### src/rtl/mawg_pkg.sv
// Shared definitions for the waveform-generator blocks.
// Holds the default control-word widths and the sweep state encoding
// so the sweep controller and anything that observes it agree.
package mawg_pkg;

  localparam int FCW_W_DEFAULT   = 32;
  localparam int DWELL_W_DEFAULT = 16;

  // IDLE: waiting for start; RUN: stepping toward stop_word;
  // LAST: holding stop_word for its final dwell.
  typedef enum logic [1:0] {
    IDLE = 2'd0,
    RUN  = 2'd1,
    LAST = 2'd2
  } sweep_state_e;

endpackage

### src/rtl/freq_sweep_if.sv
// Control/status bundle between a sweep requester and freq_sweep.
// Requester side (master) drives the sweep request and configuration;
// the sweep engine (slave) returns the control word and status.
//   start, abort                    : request strobes
//   start_word, stop_word, step     : sweep range and step magnitude
//   dwell                           : clocks each word is held
//   repeat_mode                     : 0 = one-shot, 1 = loop passes
//   ctrl, busy, done                : control word and sweep status
interface freq_sweep_if #(
  parameter int FCW_W   = 32,
  parameter int DWELL_W = 16
);

  logic               start;
  logic               abort;
  logic [FCW_W-1:0]   start_word;
  logic [FCW_W-1:0]   stop_word;
  logic [FCW_W-1:0]   step;
  logic [DWELL_W-1:0] dwell;
  logic               repeat_mode;
  logic [FCW_W-1:0]   ctrl;
  logic               busy;
  logic               done;

  modport master (
    output start, abort, start_word, stop_word, step, dwell, repeat_mode,
    input  ctrl, busy, done
  );

  modport slave (
    input  start, abort, start_word, stop_word, step, dwell, repeat_mode,
    output ctrl, busy, done
  );

endinterface

### src/rtl/freq_sweep_dwell_timer.sv
// Dwell timer for the frequency sweep.
// Loads a hold length D (>= 1) and counts down once per clock; o_expire
// is high during the last clock of the hold so the controller can load
// the next word (and reload the timer) on that same edge.
//   clk, rst  : clock, synchronous active-high reset
//   i_load    : load i_value into the counter
//   i_clear   : force the counter to zero (no further expiry)
//   i_value   : hold length in clocks
//   o_expire  : one-cycle flag, last clock of the current hold
module dwell_timer #(
  parameter int DWELL_W = 16
) (
  input  logic               clk,
  input  logic               rst,
  input  logic               i_load,
  input  logic               i_clear,
  input  logic [DWELL_W-1:0] i_value,
  output logic               o_expire
);

  logic [DWELL_W-1:0] r_count;

  // A count of zero means idle, so expiry can only follow a load.
  always_ff @(posedge clk) begin
    if (rst) begin
      r_count <= '0;
    end else if (i_clear) begin
      r_count <= '0;
    end else if (i_load) begin
      r_count <= i_value;
    end else if (r_count != '0) begin
      r_count <= r_count - DWELL_W'(1);
    end
  end

  assign o_expire = (r_count == DWELL_W'(1));

endmodule

### src/rtl/freq_sweep.sv
// Frequency sweep controller.
// Steps a frequency control word from start_word toward stop_word by
// max(step,1), holding each word max(dwell,1) clocks. The final word is
// clamped to stop_word, so the output never overshoots or wraps. Passes
// repeat when repeat_mode was set at start. abort returns to IDLE with
// ctrl frozen.
//   clk, rst : clock, synchronous active-high reset
//   bus      : freq_sweep_if slave (request/config in, ctrl/busy/done out)
module freq_sweep
  import mawg_pkg::*;
#(
  parameter int FCW_W   = FCW_W_DEFAULT,
  parameter int DWELL_W = DWELL_W_DEFAULT
) (
  input logic         clk,
  input logic         rst,
  freq_sweep_if.slave bus
);

  sweep_state_e       r_state, w_stateNext;
  logic [FCW_W-1:0]   r_ctrl, w_ctrlNext;
  logic               r_busy, w_busyNext;
  logic               r_done, w_doneNext;
  logic [FCW_W-1:0]   r_startWord, r_stopWord, r_step;
  logic [DWELL_W-1:0] r_dwell;
  logic               r_repeat;

  logic               w_latch, w_timerLoad, w_timerClear, w_expire;
  logic [DWELL_W-1:0] w_dwellIn, w_dwellEff, w_timerValue;
  logic [FCW_W-1:0]   w_stepEff, w_nextWord;
  logic [FCW_W:0]     w_nextWide;
  logic               w_up, w_hitStop;

  // Zero dwell and zero step are promoted to one so the sweep always advances.
  assign w_dwellIn    = (bus.dwell == '0) ? DWELL_W'(1) : bus.dwell;
  assign w_dwellEff   = (r_dwell == '0) ? DWELL_W'(1) : r_dwell;
  assign w_timerValue = w_latch ? w_dwellIn : w_dwellEff;
  assign w_stepEff    = (r_step == '0) ? FCW_W'(1) : r_step;

  // The extra top bit catches carry-out when sweeping up and borrow when
  // sweeping down, so a step that runs past the numeric range still clamps.
  assign w_up       = (r_stopWord >= r_startWord);
  assign w_nextWide = w_up ? ({1'b0, r_ctrl} + {1'b0, w_stepEff})
                           : ({1'b0, r_ctrl} - {1'b0, w_stepEff});
  assign w_hitStop  = w_up ? (w_nextWide >= {1'b0, r_stopWord})
                           : (w_nextWide[FCW_W] || (w_nextWide[FCW_W-1:0] <= r_stopWord));
  assign w_nextWord = w_hitStop ? r_stopWord : w_nextWide[FCW_W-1:0];

  dwell_timer #(.DWELL_W(DWELL_W)) u_dwell_timer (
    .clk      (clk),
    .rst      (rst),
    .i_load   (w_timerLoad),
    .i_clear  (w_timerClear),
    .i_value  (w_timerValue),
    .o_expire (w_expire)
  );

  // State, output and configuration registers; rst overrides everything.
  always_ff @(posedge clk) begin
    if (rst) begin
      r_state     <= IDLE;
      r_ctrl      <= '0;
      r_busy      <= 1'b0;
      r_done      <= 1'b0;
      r_startWord <= '0;
      r_stopWord  <= '0;
      r_step      <= '0;
      r_dwell     <= '0;
      r_repeat    <= 1'b0;
    end else begin
      r_state <= w_stateNext;
      r_ctrl  <= w_ctrlNext;
      r_busy  <= w_busyNext;
      r_done  <= w_doneNext;
      if (w_latch) begin
        r_startWord <= bus.start_word;
        r_stopWord  <= bus.stop_word;
        r_step      <= bus.step;
        r_dwell     <= bus.dwell;
        r_repeat    <= bus.repeat_mode;
      end
    end
  end

  // Next-state logic. abort is checked first in every state so it beats
  // both a simultaneous start and a final-dwell done.
  always_comb begin
    w_stateNext  = r_state;
    w_ctrlNext   = r_ctrl;
    w_busyNext   = r_busy;
    w_doneNext   = 1'b0;
    w_latch      = 1'b0;
    w_timerLoad  = 1'b0;
    w_timerClear = 1'b0;
    case (r_state)
      IDLE: begin
        if (!bus.abort && bus.start) begin
          w_latch     = 1'b1;
          w_timerLoad = 1'b1;
          w_ctrlNext  = bus.start_word;
          w_busyNext  = 1'b1;
          w_stateNext = (bus.start_word == bus.stop_word) ? LAST : RUN;
        end
      end
      RUN: begin
        if (bus.abort) begin
          w_stateNext  = IDLE;
          w_busyNext   = 1'b0;
          w_timerClear = 1'b1;
        end else if (w_expire) begin
          w_timerLoad = 1'b1;
          w_ctrlNext  = w_nextWord;
          if (w_hitStop) w_stateNext = LAST;
        end
      end
      LAST: begin
        if (bus.abort) begin
          w_stateNext  = IDLE;
          w_busyNext   = 1'b0;
          w_timerClear = 1'b1;
        end else if (w_expire) begin
          w_doneNext = 1'b1;
          if (r_repeat) begin
            w_timerLoad = 1'b1;
            w_ctrlNext  = r_startWord;
            w_stateNext = (r_startWord == r_stopWord) ? LAST : RUN;
          end else begin
            w_stateNext  = IDLE;
            w_busyNext   = 1'b0;
            w_timerClear = 1'b1;
          end
        end
      end
      default: begin
        w_stateNext  = IDLE;
        w_busyNext   = 1'b0;
        w_timerClear = 1'b1;
      end
    endcase
  end

  assign bus.ctrl = r_ctrl;
  assign bus.busy = r_busy;
  assign bus.done = r_done;

endmodule

### src/flat_wrapper.sv
// flat-port wrapper written by rule: the top's interface ports become plain ports
module freq_sweep_flat import mawg_pkg::*;
#(
  parameter int FCW_W   = FCW_W_DEFAULT,
  parameter int DWELL_W = DWELL_W_DEFAULT
)
  (clk, rst, bus_start, bus_abort, bus_start_word, bus_stop_word, bus_step, bus_dwell, bus_repeat_mode, bus_ctrl, bus_busy, bus_done);
  freq_sweep_if #(.FCW_W(FCW_W), .DWELL_W(DWELL_W)) bus_i ();
  input logic clk;
  input logic rst;
  input wire logic [$bits(bus_i.start)-1:0] bus_start;
  input wire logic [$bits(bus_i.abort)-1:0] bus_abort;
  input wire logic [$bits(bus_i.start_word)-1:0] bus_start_word;
  input wire logic [$bits(bus_i.stop_word)-1:0] bus_stop_word;
  input wire logic [$bits(bus_i.step)-1:0] bus_step;
  input wire logic [$bits(bus_i.dwell)-1:0] bus_dwell;
  input wire logic [$bits(bus_i.repeat_mode)-1:0] bus_repeat_mode;
  output wire logic [$bits(bus_i.ctrl)-1:0] bus_ctrl;
  output wire logic [$bits(bus_i.busy)-1:0] bus_busy;
  output wire logic [$bits(bus_i.done)-1:0] bus_done;
  assign bus_i.start = bus_start;
  assign bus_i.abort = bus_abort;
  assign bus_i.start_word = bus_start_word;
  assign bus_i.stop_word = bus_stop_word;
  assign bus_i.step = bus_step;
  assign bus_i.dwell = bus_dwell;
  assign bus_i.repeat_mode = bus_repeat_mode;
  assign bus_ctrl = bus_i.ctrl;
  assign bus_busy = bus_i.busy;
  assign bus_done = bus_i.done;
  freq_sweep #(.FCW_W(FCW_W), .DWELL_W(DWELL_W)) u_core (.clk(clk), .rst(rst), .bus(bus_i));
endmodule
### config.mk
export PLATFORM = sky130hd
export DESIGN_NAME = freq_sweep_flat
export DESIGN_NICKNAME = d
export VERILOG_FILES = /design/src/rtl/mawg_pkg.sv /design/src/rtl/freq_sweep_if.sv /design/src/rtl/freq_sweep_dwell_timer.sv /design/src/rtl/freq_sweep.sv /design/src/flat_wrapper.sv
export SDC_FILE = /design/constraint.sdc
export NUM_CORES = 1
export LEC_CHECK = 0
export ABC_CLOCK_PERIOD_IN_PS = 6500
export BUFFER_PORTS_ARGS = -buffer_cell sky130_fd_sc_hd__buf_2
export CAP_MARGIN = 20
export CORE_ASPECT_RATIO = 0.9
export CORE_UTILIZATION = 45
export CTS_BUF_LIST = sky130_fd_sc_hd__clkbuf_4
export DETAILED_ROUTE_END_ITERATION = 12
export PLACE_DENSITY = 0.65
export SKIP_LAST_GASP = 1
export SLEW_MARGIN = 20
export SYNTH_ARGS = -nofsm -noshare
export SYNTH_HDL_FRONTEND = slang
export SYNTH_SLANG_ARGS = --single-unit
### constraint.sdc
create_clock -name clk -period 6.5 [get_ports clk]
set_clock_uncertainty 0.1 [all_clocks]
set_input_delay 0 -clock clk [delete_from_list [all_inputs] [get_ports clk]]
set_output_delay 0 -clock clk [all_outputs]
set_load 0.005 [all_outputs]
==> results.md <==
* Final GP Congestion at 0.927
* Critical Path Sink Type: flop
* Max Cap Viol at 0
* WP data arrival at 7.18 ns
* Post-route setup slack at -0.287 ns
* Cell count after synthesis at 1482
* CTS buffer count at 17
* Worst slew margin at 0.385
* Initial DRC Count at 963
* Worst Tran Pin Value at 0.920 ns
* Die Ht at 153 um
* Antenna violations before repair at 1
* Routed Antenna Nets at 0
* Tot GR Track Use at 0.318
* Vias per cell at 5.58
* Vias in the first global route at 12517
* Die width at 170 um
* Remaining DRCs at 0
* Max Buffers Root-to-Sink at 2
* Met2 wire length at 20200 um
* Power Density at 605 mW/mm2
* CTS tree: done
* Synth Net Count at 1704
* 1st-pass router iterations at 6
* CP Data Required Time at 6.90 ns
* WL final at 41700 um
* Initial Util at 0.458
* RSZ-0062 raised after global routing: true
* Synth top area share at 0.288
* Worst Path Max Fanout at 6
* Non-filler cells, final at 2317
* P_sw at 4720 uW
* Leak pwr at 0.00727 uW
* Slowest CP cell: or4_4
* Violated checks: setup timing
* Netlist Area Pre-Place at 0.0115 mm2
* Sequential share of power at 0.146
* Crit Reg-Reg Startpoint: u_core.r_step[20]
* Top layer reached by signal wires: met4
* Final period util at 1.04
* Fmax at 147 MHz
* Placed Cells at 2082
* Status: complete, but fails checks
* Unique masters post-synth at 72
* Row count at 55
* Hold Crit Class: in2reg
* Worst Hold End: u_core.bus.done
* Core ar. at 0.0250 mm2
* Mean Syn Cell Area at 7.74 um2
* Final HPWL from detailed placement at 27900 um
* Clk root buf: clkbuf_4
* Slew Viols, Final at 0
* Clk network pwr share at 0.072
* Post-synth top flop: dfxtp_1
* Ys async rst share at 0
* Critical path launch point type: flop
* Synth area leader: dfxtp_1
* Maximum vdd drop at 0.581 mV
* Met3 WL at 2770 um
* Cell Int Power at 5440 uW
* Die area at 0.0261 mm2
* Synth area leaders: dfxtp_1, ha_1, nand2_1
* Largest net degree at the start of global routing at 101
* WHS at 0.0320 ns
* Reg2reg path depth at 32
* I/O pin total at 151
* Post-synth EDFFs at 0
* Layout cells sized above 1 at 0.275
* H-Tree Depth at 4
* FF-to-FF End: u_core.r_state[0]
* Setup slack, reg-to-reg at -0.29 ns
* CP peak stage delay at 0.55 ns
* First-pass GRT wire length at 64900 um
* #FFs+latches synth at 165
* Hold wc startpoint: rst
* Gate power share at 0.782
* Register area share after synthesis at 0.288
* Area grow syn2layout at 46.4%
* Ys Warns at 0
* WL met1 at 17300 um
* Setup violations, final at 34
* Final Core Density at 0.670
* Switching Fraction at 0.465
* Final nets at 2183
* Hold path depth at 2
* Clk sinks at 165
* Critical path type: reg2reg
* Final hold violations at 0
* Final min period at 6.79 ns
* Clk Latency, worst-skew pair at 0.62 ns
* CTS clk-pin slew, worst paths at 0.19 ns
* Via count at 12922
* DR WL/cell at 18.0 um
* Gr ovfl total at 0
* Port Buf Inserts at 150
-- cell usage after synthesis (all sizes together) (9+ instances only) --
library cell / number
o41ai: 9
xor2: 19
nand3: 50
mux2i: 21
clkbuf: 57
nor4: 16
ha: 104
nand2b: 14
buf: 18
mux2: 21
nor3: 15
o31ai: 31
a211oi: 28
a21oi: 179
nand4: 27
xnor2: 85
nand2: 243
nor2: 89
dfxtp: 165
inv: 84
a21o: 24
o21ai: 88
-- cell families (layout without fill, tap and decap cells) --
group / count (synthesis) / after routing / share of synthesized area
xor+xnor: 104 / 104 / 0.0801
simple gates: 485 / 485 / 0.194
compound gates: 422 / 422 / 0.228
buf+inv: 159 / 651 / 0.0556
other cells: 0 / 1 / 0
flops: 165 / 165 / 0.288
mux: 42 / 42 / 0.0389
fa+ha+maj: 105 / 105 / 0.115
-- layer usage --
| layer | vias up | GRT usage |
|---|---|---|
| met5 | - | 0 |
| met2 | 464 | 0.548 |
| li1 | 6215 | - |
| met3 | 99 | 0.0562 |
| met4 | 0 | 0.110 |
| met1 | 6144 | 0.394 |
-- worst max-delay path: cells and delay by family, from the launching register on --
kind                       cells  cell delay [ns]
and+or+nand+nor                9             2.08
muxes                          1             0.26
xor gates and xnor gates       2             0.22
adders and majority gates      3             0.81
DFF                            1             0.36
AOI/OAI and AO/OA             14             2.51
buffers and inverters          3             0.35
-- cells in the final DEF, fill, tap and decap left out, types with 74 or more instances in the layout --
cell / n
a21oi_1: 148
buf_2: 149
buf_4: 198
dfxtp_1: 149
dlygate4sd3_1: 174
ha_1: 93
inv_1: 80
nand2_1: 241
nor2_1: 82
o21ai_0: 74
xnor2_1: 81
-- sequential cells by signal (all words and copies together), names as in the netlist --
register	flops
u_core.bus.ctrl	32
u_core.r_startWord	32
u_core.r_step	32
u_core.r_stopWord	32
u_core.r_dwell	16
u_core.u_dwell_timer.r_count	16
u_core.r_state	2
u_core.bus.busy	1
u_core.bus.done	1
u_core.r_repeat	1
-- power groups by stage --
stage,registers (uW),clock network [uW],logic [uW]
global placement,1500,0,6250
CTS,1480,733,7360
finish,1490,727,7940
detailed placement,1500,0,6340
floorplan,1420,0,4160
global route,1500,779,8560
-- stage by stage --
stage | worst slack, ns | instance area, um2 | total power (uW) | setup TNS, ns
2_1_floorplan | 0.0342 | 11500 | 5580 | 0
3_3_place_gp | -0.219 | 13800 | 7750 | -6.15
3_5_place_dp | -0.309 | 13800 | 7840 | -9.18
4_1_cts | -0.0208 | 16500 | 9580 | -0.0712
5_1_grt | -0.542 | 16800 | 10800 | -15.87
6_report | -0.287 | 16800 | 10200 | -6.08
-- cell type report --
cell class                 count  area (um2)
antenna                        1        2.50
sequential                   165        3320
inverter                      84         315
tap                          342         428
clock buffer                  17         128
timing repair buffer         535        4240
fill                        2127        8260
clock inverter                15         225
multi-input combinational   1158        8120
-- worst max path at each step --
stage	startpoint	slack, ns	cells after the start	endpoint
after floorplan	u_core.r_stopWord[0]	0.03	33	u_core.bus.ctrl[29]
final	u_core.r_step[20]	-0.29	32	u_core.r_state[0]
after CTS	u_core.r_startWord[5]	-0.02	35	u_core.bus.ctrl[8]
after detailed placement	u_core.r_step[20]	-0.31	33	u_core.bus.ctrl[1]
after global placement	u_core.r_step[20]	-0.22	33	u_core.bus.ctrl[6]
after global routing	u_core.r_step[20]	-0.54	30	u_core.bus.ctrl[9]
-- repair_timing --
item,in CTS,in global routing
endpoints found under the hold margin,165,0
hold buffers,174,0
pin swaps,59,65
gates cloned,4,0
resized for setup,77,61
setup buffers,20,6
endpoints found under the setup margin,34,34
No activity file was read; power rests on OpenSTA's default activity.
